<file path="src/rtl/clk_div_prog.sv">
// Runtime-programmable clock divider.
// Produces a registered divided waveform (clk_out) and a one-cycle
// period-start tick. Period and high time come in through a valid/ready
// config port. New values only take effect at a period boundary, so the
// output never has a runt or stretched pulse while running.
`timescale 1ns/1ps

module clk_div_prog #(
  parameter int          WIDTH        = 24,
  parameter int unsigned DEFAULT_DIV  = 25000,
  parameter int unsigned DEFAULT_HIGH = 12500
) (
  input  logic             clk,
  input  logic             rst,
  input  logic             en,
  input  logic             cfg_valid,
  input  logic [WIDTH-1:0] cfg_div,
  input  logic [WIDTH-1:0] cfg_high,
  output logic             cfg_ready,
  output logic             cfg_err,
  output logic             clk_out,
  output logic             tick
);

  typedef enum logic {IDLE, RUN} state_t;

  state_t           state;
  logic [WIDTH-1:0] cnt;
  logic [WIDTH-1:0] div_act;
  logic [WIDTH-1:0] high_act;
  logic [WIDTH-1:0] div_sh;
  logic [WIDTH-1:0] high_sh;
  logic             pending;

  logic             cfg_ok;
  logic             xfer;
  logic             terminal;
  logic             bypass;
  logic             apply_shadow;
  logic             store_shadow;
  logic [WIDTH-1:0] next_cnt;
  logic [WIDTH-1:0] next_div;
  logic [WIDTH-1:0] next_high;

  // A new request can only be taken while no config is waiting.
  assign cfg_ready = ~pending;

  // Decode the handshake and work out the counter and active values after this edge.
  always_comb begin
    // NOTE: every output of this block gets a default first, so no path can leave one unassigned and infer a latch.
    cfg_ok       = 1'b0;
    xfer         = 1'b0;
    terminal     = 1'b0;
    bypass       = 1'b0;
    apply_shadow = 1'b0;
    store_shadow = 1'b0;
    next_cnt     = '0;
    next_div     = div_act;
    next_high    = high_act;

    // div is always <= 2^WIDTH-1 by construction; high < div keeps high <= div-1 without subtracting.
    cfg_ok   = (cfg_div >= WIDTH'(2)) && (cfg_high != '0) && (cfg_high < cfg_div);
    xfer     = cfg_valid && !pending;
    terminal = (cnt == div_act - WIDTH'(1));

    // Accepting on the terminal edge goes straight to the active set for the new period.
    bypass       = (state == RUN) && en && terminal && xfer && cfg_ok;
    // In IDLE there is no period to protect, so a waiting config is applied at once.
    apply_shadow = pending && ((state == IDLE) || (en && terminal));
    store_shadow = xfer && cfg_ok && !bypass;

    if (bypass) begin
      next_div  = cfg_div;
      next_high = cfg_high;
    end else if (apply_shadow) begin
      next_div  = div_sh;
      next_high = high_sh;
    end

    if ((state == RUN) && !terminal) begin
      next_cnt = cnt + WIDTH'(1);
    end
  end

  // Divider state machine, active/shadow config registers and registered outputs.
  always_ff @(posedge clk) begin
    // NOTE: state is updated with non-blocking assignments so every register samples the pre-edge values.
    if (rst) begin
      state    <= IDLE;
      cnt      <= '0;
      div_act  <= WIDTH'(DEFAULT_DIV);
      high_act <= WIDTH'(DEFAULT_HIGH);
      div_sh   <= '0;
      high_sh  <= '0;
      pending  <= 1'b0;
      clk_out  <= 1'b0;
      tick     <= 1'b0;
      cfg_err  <= 1'b0;
    end else begin
      cfg_err  <= xfer && !cfg_ok;
      div_act  <= next_div;
      high_act <= next_high;

      if (store_shadow) begin
        div_sh  <= cfg_div;
        high_sh <= cfg_high;
        pending <= 1'b1;
      end else if (apply_shadow) begin
        pending <= 1'b0;
      end

      case (state)
        IDLE: begin
          cnt <= '0;
          if (en) begin
            state   <= RUN;
            clk_out <= 1'b1;
            tick    <= 1'b1;
          end else begin
            clk_out <= 1'b0;
            tick    <= 1'b0;
          end
        end
        RUN: begin
          if (!en) begin
            state   <= IDLE;
            cnt     <= '0;
            clk_out <= 1'b0;
            tick    <= 1'b0;
          end else begin
            cnt     <= next_cnt;
            clk_out <= (next_cnt < next_high);
            tick    <= (next_cnt == '0);
          end
        end
        default: begin
          state   <= IDLE;
          cnt     <= '0;
          clk_out <= 1'b0;
          tick    <= 1'b0;
        end
      endcase
    end
  end

endmodule

</file>
<file path="config.mk">
export PLATFORM = sky130hd
export DESIGN_NAME = clk_div_prog
export DESIGN_NICKNAME = d
export VERILOG_FILES = /design/src/rtl/clk_div_prog.sv
export SDC_FILE = /design/constraint.sdc
export NUM_CORES = 1
export LEC_CHECK = 0
export ABC_AREA = 1
export BUFFER_PORTS_ARGS = -buffer_cell sky130_fd_sc_hd__buf_4
export CORE_MARGIN = 4
export CORE_UTILIZATION = 55
export CTS_BUF_LIST = sky130_fd_sc_hd__clkbuf_16
export DETAILED_ROUTE_END_ITERATION = 16
export HOLD_SLACK_MARGIN = 0.1
export PLACE_DENSITY_LB_ADDON = 0.12
export SYNTH_ARGS = -nofsm -noshare
export SYNTH_HDL_FRONTEND = slang
export SYNTH_SLANG_ARGS = --single-unit
</file>
<file path="constraint.sdc">
create_clock -name clk -period 3.16 [get_ports clk]
set_input_delay 0.316 -clock clk [delete_from_list [all_inputs] [get_ports clk]]
set_output_delay 0.316 -clock clk [all_outputs]
set_load 0.1 [all_outputs]
</file>
# --- Word-level counts from Yosys, hierarchy flattened ---
# Cells that the tools add are included.
totals:
  register_bits: 125
  latch_bits: 0
  ramBits: 0
  romBits: 0
  in_bits: 52
  out_inout_bits: 4
  word_cells: 54
  mem_count: 0
op_classes:
  add_sub_neg: 2
  mul: 0
  div_mod_pow: 0
  order_cmp: 3
  n_eq_ne: 1
  n_shift: 0
  n_mux: 14
  bitwise_logic: 2
  reduce_logical: 22
op_table:
  columns: ["operator", "n"]
  rows:
  - ["24-bit two-way mux", 6]
  - ["24-bit < comparator", 2]
  - ["24-bit one-hot mux with 2 select lines", 1]
  - ["24-bit by 1-bit adder with 24-bit output (second input constant)", 1]
  - ["24-bit equality test", 1]
  - ["24-bit by 2-bit >= comparator with 1-bit output (second input constant)", 1]
  - ["24-bit logical NOT", 1]
  - ["24-bit nonzero test", 1]
  - ["24-bit by 1-bit subtractor with 24-bit output (second input constant)", 1]
  - ["1-bit logical AND", 13]
  - ["1-bit two-way mux", 5]
  - ["1-bit logical NOT", 4]
  - ["1-bit one-hot mux with 2 select lines", 2]
  - ["2-bit nonzero test", 2]
  - ["1-bit inverter", 2]
  - ["1-bit logical OR", 1]

# --- Depth between registers and ports, before layout ---
# Gate-level depths: netlist of run 1.
logic_depth:
  word_depth: 10
  mapped_depth: 30
  depth_no_buf: 29

# --- Least setup slack after synthesis of run 1 ---
# Ideal clock, no wire load.
synth_timing:
  path_type: "reg-to-reg"
  startpoint: "register div_act[0]"
  endpoint: "register clk_out"
  setup_ns: 0.112
  arrival_time_ns: 3.187
  required_time_ns: 3.048
  slack_ns: -0.139
  stages_incl_launch_ff: 26
  n_path_buf: 1
  period_less_slack_ns: 3.299
  cell_sequence: "dfxtp_1 > inv_2 > ha_1 > nand3_2 > nor2_4 > nand2_2 > o21bai_1 > nand2_1 > nor2_1 > nand2_1 > nor2_2 > nand3_1 > nand2_1 > nand2_1 > inv_2 > buf_4 > nand2_1 > nand3_1 > o21ai_1 > ha_1 > nand2_1 > or3_1 > nor4_1 > nand2_1 > nand2_1 > nand2_1"
synth_between:
  elab_chain_len: 10
  elab_cells_between_ends: 16
  cone_classes: "add/sub (1); order compare (1); eq/ne (1); mux (5); reduce/logical (8)"
synth_rtl:
  columns: ["item", "line", "text"]
  rows:
  - ["from (decl)", "29", "logic [WIDTH-1:0] div_act;"]
  - ["from (signal assigned)", "91", "div_act <= WIDTH'(DEFAULT_DIV);"]
  - ["from (signal assigned)", "101", "div_act <= next_div;"]
  - ["24-bit by 1-bit subtractor with 24-bit output (*)", "64", "terminal = (cnt == div_act - WIDTH'(1));"]
  - ["24-bit equality test (*)", "64", null]
  - ["1-bit logical AND", "69", "apply_shadow = pending && ((state == IDLE) || (en && terminal));"]
  - ["1-bit logical OR", "69", null]
  - ["1-bit logical AND", "69", null]
  - ["24-bit two-way mux", "75", "end else if (apply_shadow) begin"]
  - ["24-bit two-way mux", "72", "if (bypass) begin"]
  - ["24-bit < comparator (*)", "132", "clk_out <= (next_cnt < next_high);"]
  - ["1-bit two-way mux (*)", "125", "if (!en) begin"]
  - ["1-bit one-hot mux with 2 select lines (*)", "112", "case (state)"]
  - ["to (signal assigned)", "132", null]
  - ["to (decl)", "21", "output logic clk_out,"]
# Mark *: on every way between the ends. The rest lies on a longest branch, timed or not.
# A chain may end at the register's enable or synchronous reset.

# --- Worst setup path after layout of run 1 ---
layout_timing:
  startpoint: "register div_act[1]"
  endpoint: "register clk_out"
# Same word-level chain as after synthesis.

==> impl_metrics.env, run 1 <==
export IMPL_status="finished, violations left"
export IMPL_violations="setup timing"
export IMPL_fmax_ghz=0.272
export IMPL_synth_top_family_by_area="simple AND/OR/NAND/NOR gates"
export IMPL_netlist_area_mm2=0.00751
export IMPL_rsz0062_at_grt="yes"
export IMPL_worstMarginPinSlew_ps=912
export IMPL_dp_cells=1481
export IMPL_stdcell_count=1525
export IMPL_slew_viol_final=0
export IMPL_rows=42
export IMPL_fin_hold_ws_ps=178
export IMPL_synth_cells=1096
export IMPL_setup_ws_ps=-515
export IMPL_yosys_top_cells_count="nand2_1 (212), nor2_1 (179), dfxtp_1 (125), inv_1 (103), o21ai_0 (68)"
export IMPL_ios=56
export IMPL_cts_tree="yes"
export IMPL_n_antenna_cell=0
export IMPL_finClkSkew_ps=10.5
export IMPL_cts_hold_buffers=0
export IMPL_drive_gt1_share_pct=26.2
export IMPL_synthSimpleGateAreaFrac_pct=32.7
export IMPL_die_w_um=125
export IMPL_start_util_pct=56.5
export IMPL_cts_buffer_depth=2
export IMPL_yosysTopAreaCellShare_pct=33.3
export IMPL_cap_violations=0
export IMPL_synth_warnings=0
export IMPL_synthMuxAreaShare_pct=0
export IMPL_htreeDepth=4
export IMPL_cts_sinks=125
export IMPL_seq_area_frac_synth_pct=33.3
export IMPL_synth_compound_area_share_pct=13.1
export IMPL_clk_pin_slew_ps=60
export IMPL_cts_root_buf="clkbuf_16"
export IMPL_power_density_mw_per_mm2=428
export IMPL_dr_pass1_iters=5
export IMPL_postLayoutCoreUtil_pct=77.6
export IMPL_drt_iter0_markers=809
export IMPL_drc_errors=0
export IMPL_ys_top_cells_by_area="dfxtp_1 (33%), nand2_1 (11%), nor2_1 (9.0%), ha_1 (8.0%), inv_1 (5.2%)"
export IMPL_hold_viol_final=0
export IMPL_synth_most_common_cell="nand2_1"
export IMPL_synthDistinctLibCells=43
export IMPL_gp_congestion=0.934
export IMPL_synth_seq_cells=125
export IMPL_grt_ovfl_total=0
export IMPL_setup_viol=1
export IMPL_grt_pass1_vias=7926
export IMPL_post_dp_cell_area_mm2=0.00943
export IMPL_drt_wirelength_per_cell_um=16.6
export IMPL_path_class="flop to flop"
export IMPL_stdcell_area_mm2=0.0103
export IMPL_vias=8523
export IMPL_cp_arrival_ps=4000
export IMPL_dieArea_mm2=0.0156
export IMPL_vdd_drop_max_uv=375
export IMPL_synth_edf_count=0
export IMPL_hold_path_class="primary input to flop"
export IMPL_fin_crit_sh_pct=116
export IMPL_cts_buffers_inserted=17
export IMPL_nets=1436
export IMPL_fin_crit_ps=3680
export IMPL_wirelength_mm=25.4
export IMPL_ys_flop_type="dfxtp_1"
export IMPL_cp_start_kind="flop"
export IMPL_antenna_found_initial=0
export IMPL_maxSlewHeadroom_pct=39.0
export IMPL_synth_top_area_cell="dfxtp_1"
export IMPL_die_h_um=125
export IMPL_core_area_mm2=0.0133
export IMPL_synth_xor_area_share_pct=4.30
export IMPL_synth_avg_cell_area_um2=6.85
export IMPL_area_delta_synth_final_pct=37.5
export IMPL_port_buffer_count=55
export IMPL_end_kind="flop"
export IMPL_worstPathRequired_ps=3480
export IMPL_syn_nets=1196
export IMPL_grt_max_degree=62
export IMPL_grt_pass1_wl_mm=39.5
export IMPL_clk_latency_ps=430
export IMPL_p_leak_nw=4.98
export IMPL_synth_fa_ha_area_share_pct=8.00
export IMPL_total_power_w=0.00442
export IMPL_dp_hpwl_mm=18.3
export IMPL_drtAntennaViolNets=0
export IMPL_async_flop_share_pct=0
export IMPL_cp_max_fo=9
export IMPL_routed_via_density=5.59
export IMPL_globalRouteTotalUtil_pct=31.3
through the flow:
step	setup WS (ps)	TNS, ps
3_3_place_gp	-568	-810
6_report	-515	-515
3_5_place_dp	-543	-3310
5_1_grt	-695	-1100
4_1_cts	-396	-396
2_1_floorplan	25.2	0
cells by family after synthesis:
logic type,Yosys count
buffers and inverters,155
adders and majority gates,48
DFF,125
and+or+nand+nor,556
xor gates and xnor gates,36
AOI/OAI and AO/OA,176
worst max-delay path, cell delays in order (launching register included):
cell     delay [ps]
dfxtp_1         360
inv_2            60
ha_4            170
buf_4           130
xnor2_1         230
xor2_1          230
nand3_1          90
nor2_1          120
nand2_1          80
nor2_2          170
nand2_2         100
nor2_4          170
nand2_4         110
buf_12          160
nand3_1         120
o21ai_2         100
ha_1            320
nand4_1         120
or3_4           350
nor4_2          160
nand2_1         100
nand2_1          70
nand2_1          40
cells in the final DEF, fill, tap and decap left out, types with 5 or more instances in the layout:
master and n:
a21oi_1 58, a221oi_1 7, buf_4 255, clkbuf_16 20, clkinv_4 6, dfxtp_1 124, ha_1 47, inv_1 103
inv_2 9, nand2_1 209, nand2_2 5, nand3_1 60, nand4_1 23, nor2_1 173, nor2_2 9, nor2_4 10
nor3_1 27, nor4_1 17, o2111ai_1 6, o21ai_0 59, o21ai_1 16, o22ai_1 10, xnor2_1 13, xor2_1 22
final timing paths:
path | start | end | slack [ps] | cells after the start
setup / recovery | div_act[1]$_SDFFE_PP0P_ | clk_out$_SDFF_PP0_ | -520 | 22
setup reg to reg | div_act[1]$_SDFFE_PP0P_ | clk_out$_SDFF_PP0_ | -520 | 22
hold / removal | cfg_div[22] | div_sh[22]$_SDFFE_PP0P_ | 180 | 3
hold reg to reg | div_sh[16]$_SDFFE_PP0P_ | div_sh[16]$_SDFFE_PP0P_ | 460 | 2
report_power, final:
part           internal [W]  switching, W  leakage (nW)  total [W]
Sequential          0.00167     0.0000546          1.02    0.00172
Combinational      0.000308      0.000424          3.66   0.000732
Clock               0.00117      0.000794         0.293    0.00197
Total               0.00315       0.00127          4.98    0.00442
per-layer routing:
metal  routed length, µm  part of all wire [%]  global-route usage, %  up-vias
met1               10400                    41                   40.8     3855
met5                   0                     0                      0        -
met2               11600                    46                   49.9      436
met4                1340                   5.3                   14.3        0
li1                    -                     -                      -     4133
met3                2070                   8.1                   6.48       99
final cells by class:
type,count,area [µm²]
flip-flops and latches,125,2500
clock inverters,15,163
multi-input cells,816,4500
inverters,114,443
clock buffers,17,425
repair buffers,262,2060
well taps,176,220
fillers,970,2980
sequential cells by signal, summed over array words and instances (netlist names):
register / cells
cnt: 24
state: 1
div_sh: 24
div_act: 24
high_sh: 24
pending: 1
high_act: 24
cfg_err: 1
clk_out: 1
tick: 1
what timing repair did:
item,CTS,global route
pin swaps,4,13
cloned,0,3
endpoints found under the setup margin,45,52
resized for setup,9,40
endpoints found under the hold margin,0,0
setup buffers,4,5
No activity file was read; power rests on OpenSTA's default activity.
==> inputs of run 2 (changes only) <==
--- a/config.mk
+++ b/config.mk
@@ -7,6 +7,7 @@
 export LEC_CHECK = 0
 export ABC_AREA = 1
 export BUFFER_PORTS_ARGS = -buffer_cell sky130_fd_sc_hd__buf_4
+export CORE_ASPECT_RATIO = 1.1
 export CORE_MARGIN = 4
 export CORE_UTILIZATION = 55
 export CTS_BUF_LIST = sky130_fd_sc_hd__clkbuf_16
==> run 2 against run 1 <==
Net effect:
- the flow still finishes with violations (setup timing)
- sequential share of layout area down 0.062 points
- maximum frequency up 6.2%
- via count down 1.7%
- sequential cell count unchanged
- cell count about the same
- clock-buffer cell count unchanged
- largest power group unchanged
- highest routed layer unchanged
==> impl_metrics.env, run 2 (same netlist as run 1, synthesis figures left out) <==
export IMPL_nets=1429
export IMPL_area_delta_synth_final_pct=37.8
export IMPL_n_fill_cell=964
export IMPL_vias=8382
export IMPL_ios=56
export IMPL_hold_viol_final=0
export IMPL_dp_slack_ps=-446
export IMPL_tns_ps=-302
export IMPL_hold_path_depth=3
export IMPL_cts_hold_buffers=0
export IMPL_dr_pass1_iters=5
export IMPL_stdcell_area_mm2=0.0103
export IMPL_grt_ovfl_total=0
export IMPL_worstMarginPinSlew_ps=877
export IMPL_power_density_mw_per_mm2=421
export IMPL_fin_crit_sh_pct=110
export IMPL_cp_max_fo=6
export IMPL_worstPathRequired_ps=3530
export IMPL_cts_root_buf="clkbuf_16"
export IMPL_drtAntennaViolNets=0
export IMPL_p_leak_nw=4.92
export IMPL_mostFrequentLayoutCells="buf_4 (246), nand2_1 (206), nor2_1 (168)"
export IMPL_grt_max_degree=51
export IMPL_rows=44
export IMPL_reg2reg_depth=23
export IMPL_grt_pass1_vias=7706
export IMPL_start_util_pct=56.6
export IMPL_regArea_mm2=0.00250
export IMPL_n_antenna_cell=0
export IMPL_wirelength_mm=24.9
export IMPL_final_common_cell="buf_4"
export IMPL_hold_path_class="primary input to flop"
export IMPL_core_area_mm2=0.0133
export IMPL_finClkSkew_ps=12.2
export IMPL_multi_input_area_mm2=0.00461
export IMPL_drt_iter0_markers=728
export IMPL_clk_latency_ps=430
export IMPL_path_class="flop to flop"
export IMPL_dieArea_mm2=0.0156
export IMPL_port_buffer_count=55
export IMPL_drive_gt1_share_pct=27.3
export IMPL_setup_ws_ps=-302
export IMPL_cts_tree="yes"
export IMPL_post_dp_cell_area_mm2=0.00940
export IMPL_antenna_found_initial=0
export IMPL_grt_pass1_wl_mm=38.6
export IMPL_cts_buffers_inserted=17
export IMPL_status="finished, violations left"
export IMPL_fmax_ghz=0.289
export IMPL_setup_viol=1
export IMPL_gp_congestion=0.969
export IMPL_drc_errors=0
export IMPL_rsz0062_at_grt="yes"
export IMPL_die_h_um=131
export IMPL_cts_buffer_depth=2
export IMPL_cp_arrival_ps=3830
export IMPL_clk_pin_slew_ps=60
export IMPL_cp_start_kind="flop"
export IMPL_violations="setup timing"
export IMPL_slew_viol_final=0
export IMPL_vdd_drop_max_uv=346
export IMPL_dp_hpwl_mm=18.6
export IMPL_drt_wirelength_per_cell_um=16.3
export IMPL_die_w_um=119
export IMPL_routed_via_density=5.49
export IMPL_globalRouteTotalUtil_pct=31.4
export IMPL_end_kind="flop"
export IMPL_cap_violations=0
export IMPL_fin_crit_ps=3460
export IMPL_htreeDepth=4
export IMPL_maxSlewHeadroom_pct=41.4
export IMPL_cts_sinks=125
## run 2: cell types whose count changed in the layout (fill, tap and decap cells not counted), sizes merged, moves of 3 or more
| cell | delta |
|---|---|
| buf | -9 |
| clkinv | -6 |
| inv | +6 |
| clkinvlp | +3 |
## run 2: per-layer routing
layer  vias to the layer above  part of all wire, %  track usage (%)  wire length [µm]
met3                        68                  6.3             4.00              1570
met1                      3840                   41             39.6             10200
met2                       357                   47             52.5             11700
met4                         0                  5.5             18.1              1370
li1                       4117                    -                -                 -
met5                         -                    0                0                 0
## run 2: timing repair
| action | CTS | global route |
|---|---|---|
| setup buffers | 0 | 5 |
| gates cloned | 3 | 2 |
| pin swaps | 5 | 25 |
| endpoints found under the setup margin | 3 | 63 |
| resized for setup | 17 | 60 |
## run 2: path summary, 6_finish.rpt
path	slack (ps)	start	endpoint
max	-300	div_act[1]$_SDFFE_PP0P_	clk_out$_SDFF_PP0_
min	180	cfg_div[18]	div_sh[18]$_SDFFE_PP0P_
max reg2reg	-300	div_act[1]$_SDFFE_PP0P_	clk_out$_SDFF_PP0_
min reg2reg	450	div_sh[15]$_SDFFE_PP0P_	div_sh[15]$_SDFFE_PP0P_
## run 2: where the power goes
group | internal, W | leakage [nW] | total, W | switching [W]
clock network | 0.00111 | 0.276 | 0.00191 | 0.000804
registers | 0.00166 | 1.02 | 0.00172 | 0.0000525
logic | 0.000308 | 3.62 | 0.000730 | 0.000422
## run 2: cell type report
cell class | count | area share [%]
Clock buffer | 17 | 4.11
Timing Repair Buffer | 252 | 19.0
Multi-Input combinational cell | 817 | 44.6
Inverter | 114 | 4.23
Clock inverter | 15 | 1.45
Sequential cell | 125 | 24.2
Tap cell | 184 | 2.23
Timing Repair inverter | 2 | 0.169
## run 2: critical path, cell delays in order (launching register included)
cell and delay, ps:
dfxtp_1 320, nor2_1 150, nand2_2 140, nor2_2 130
buf_4 120, xor2_1 200, nand2_1 80, nor2_1 110
nand2_1 90, nor2_4 170, nand3_4 110, nand2_4 100
nand2_8 120, buf_12 170, nand2_1 90, nand3_2 100
o21ai_2 80, ha_1 270, buf_4 150, a211oi_2 220
nor2_1 70, nor4_1 230, nand2_1 90, nand2_1 60
## run 2: stage by stage
| stage | hold slack [ps] | power [W] | util, % | std cells |
|---|---|---|---|---|
| after floorplan | 430 | 0.00212 | - | 1096 |
| after global placement | 440 | 0.00240 | 70.8 | 1484 |
| after detailed placement | 445 | 0.00241 | 70.8 | 1484 |
| after CTS | 177 | 0.00431 | 75.7 | 1519 |
| after global routing | 191 | 0.00451 | 77.9 | 1526 |
| final | 185 | 0.00436 | 77.9 | 1526 |
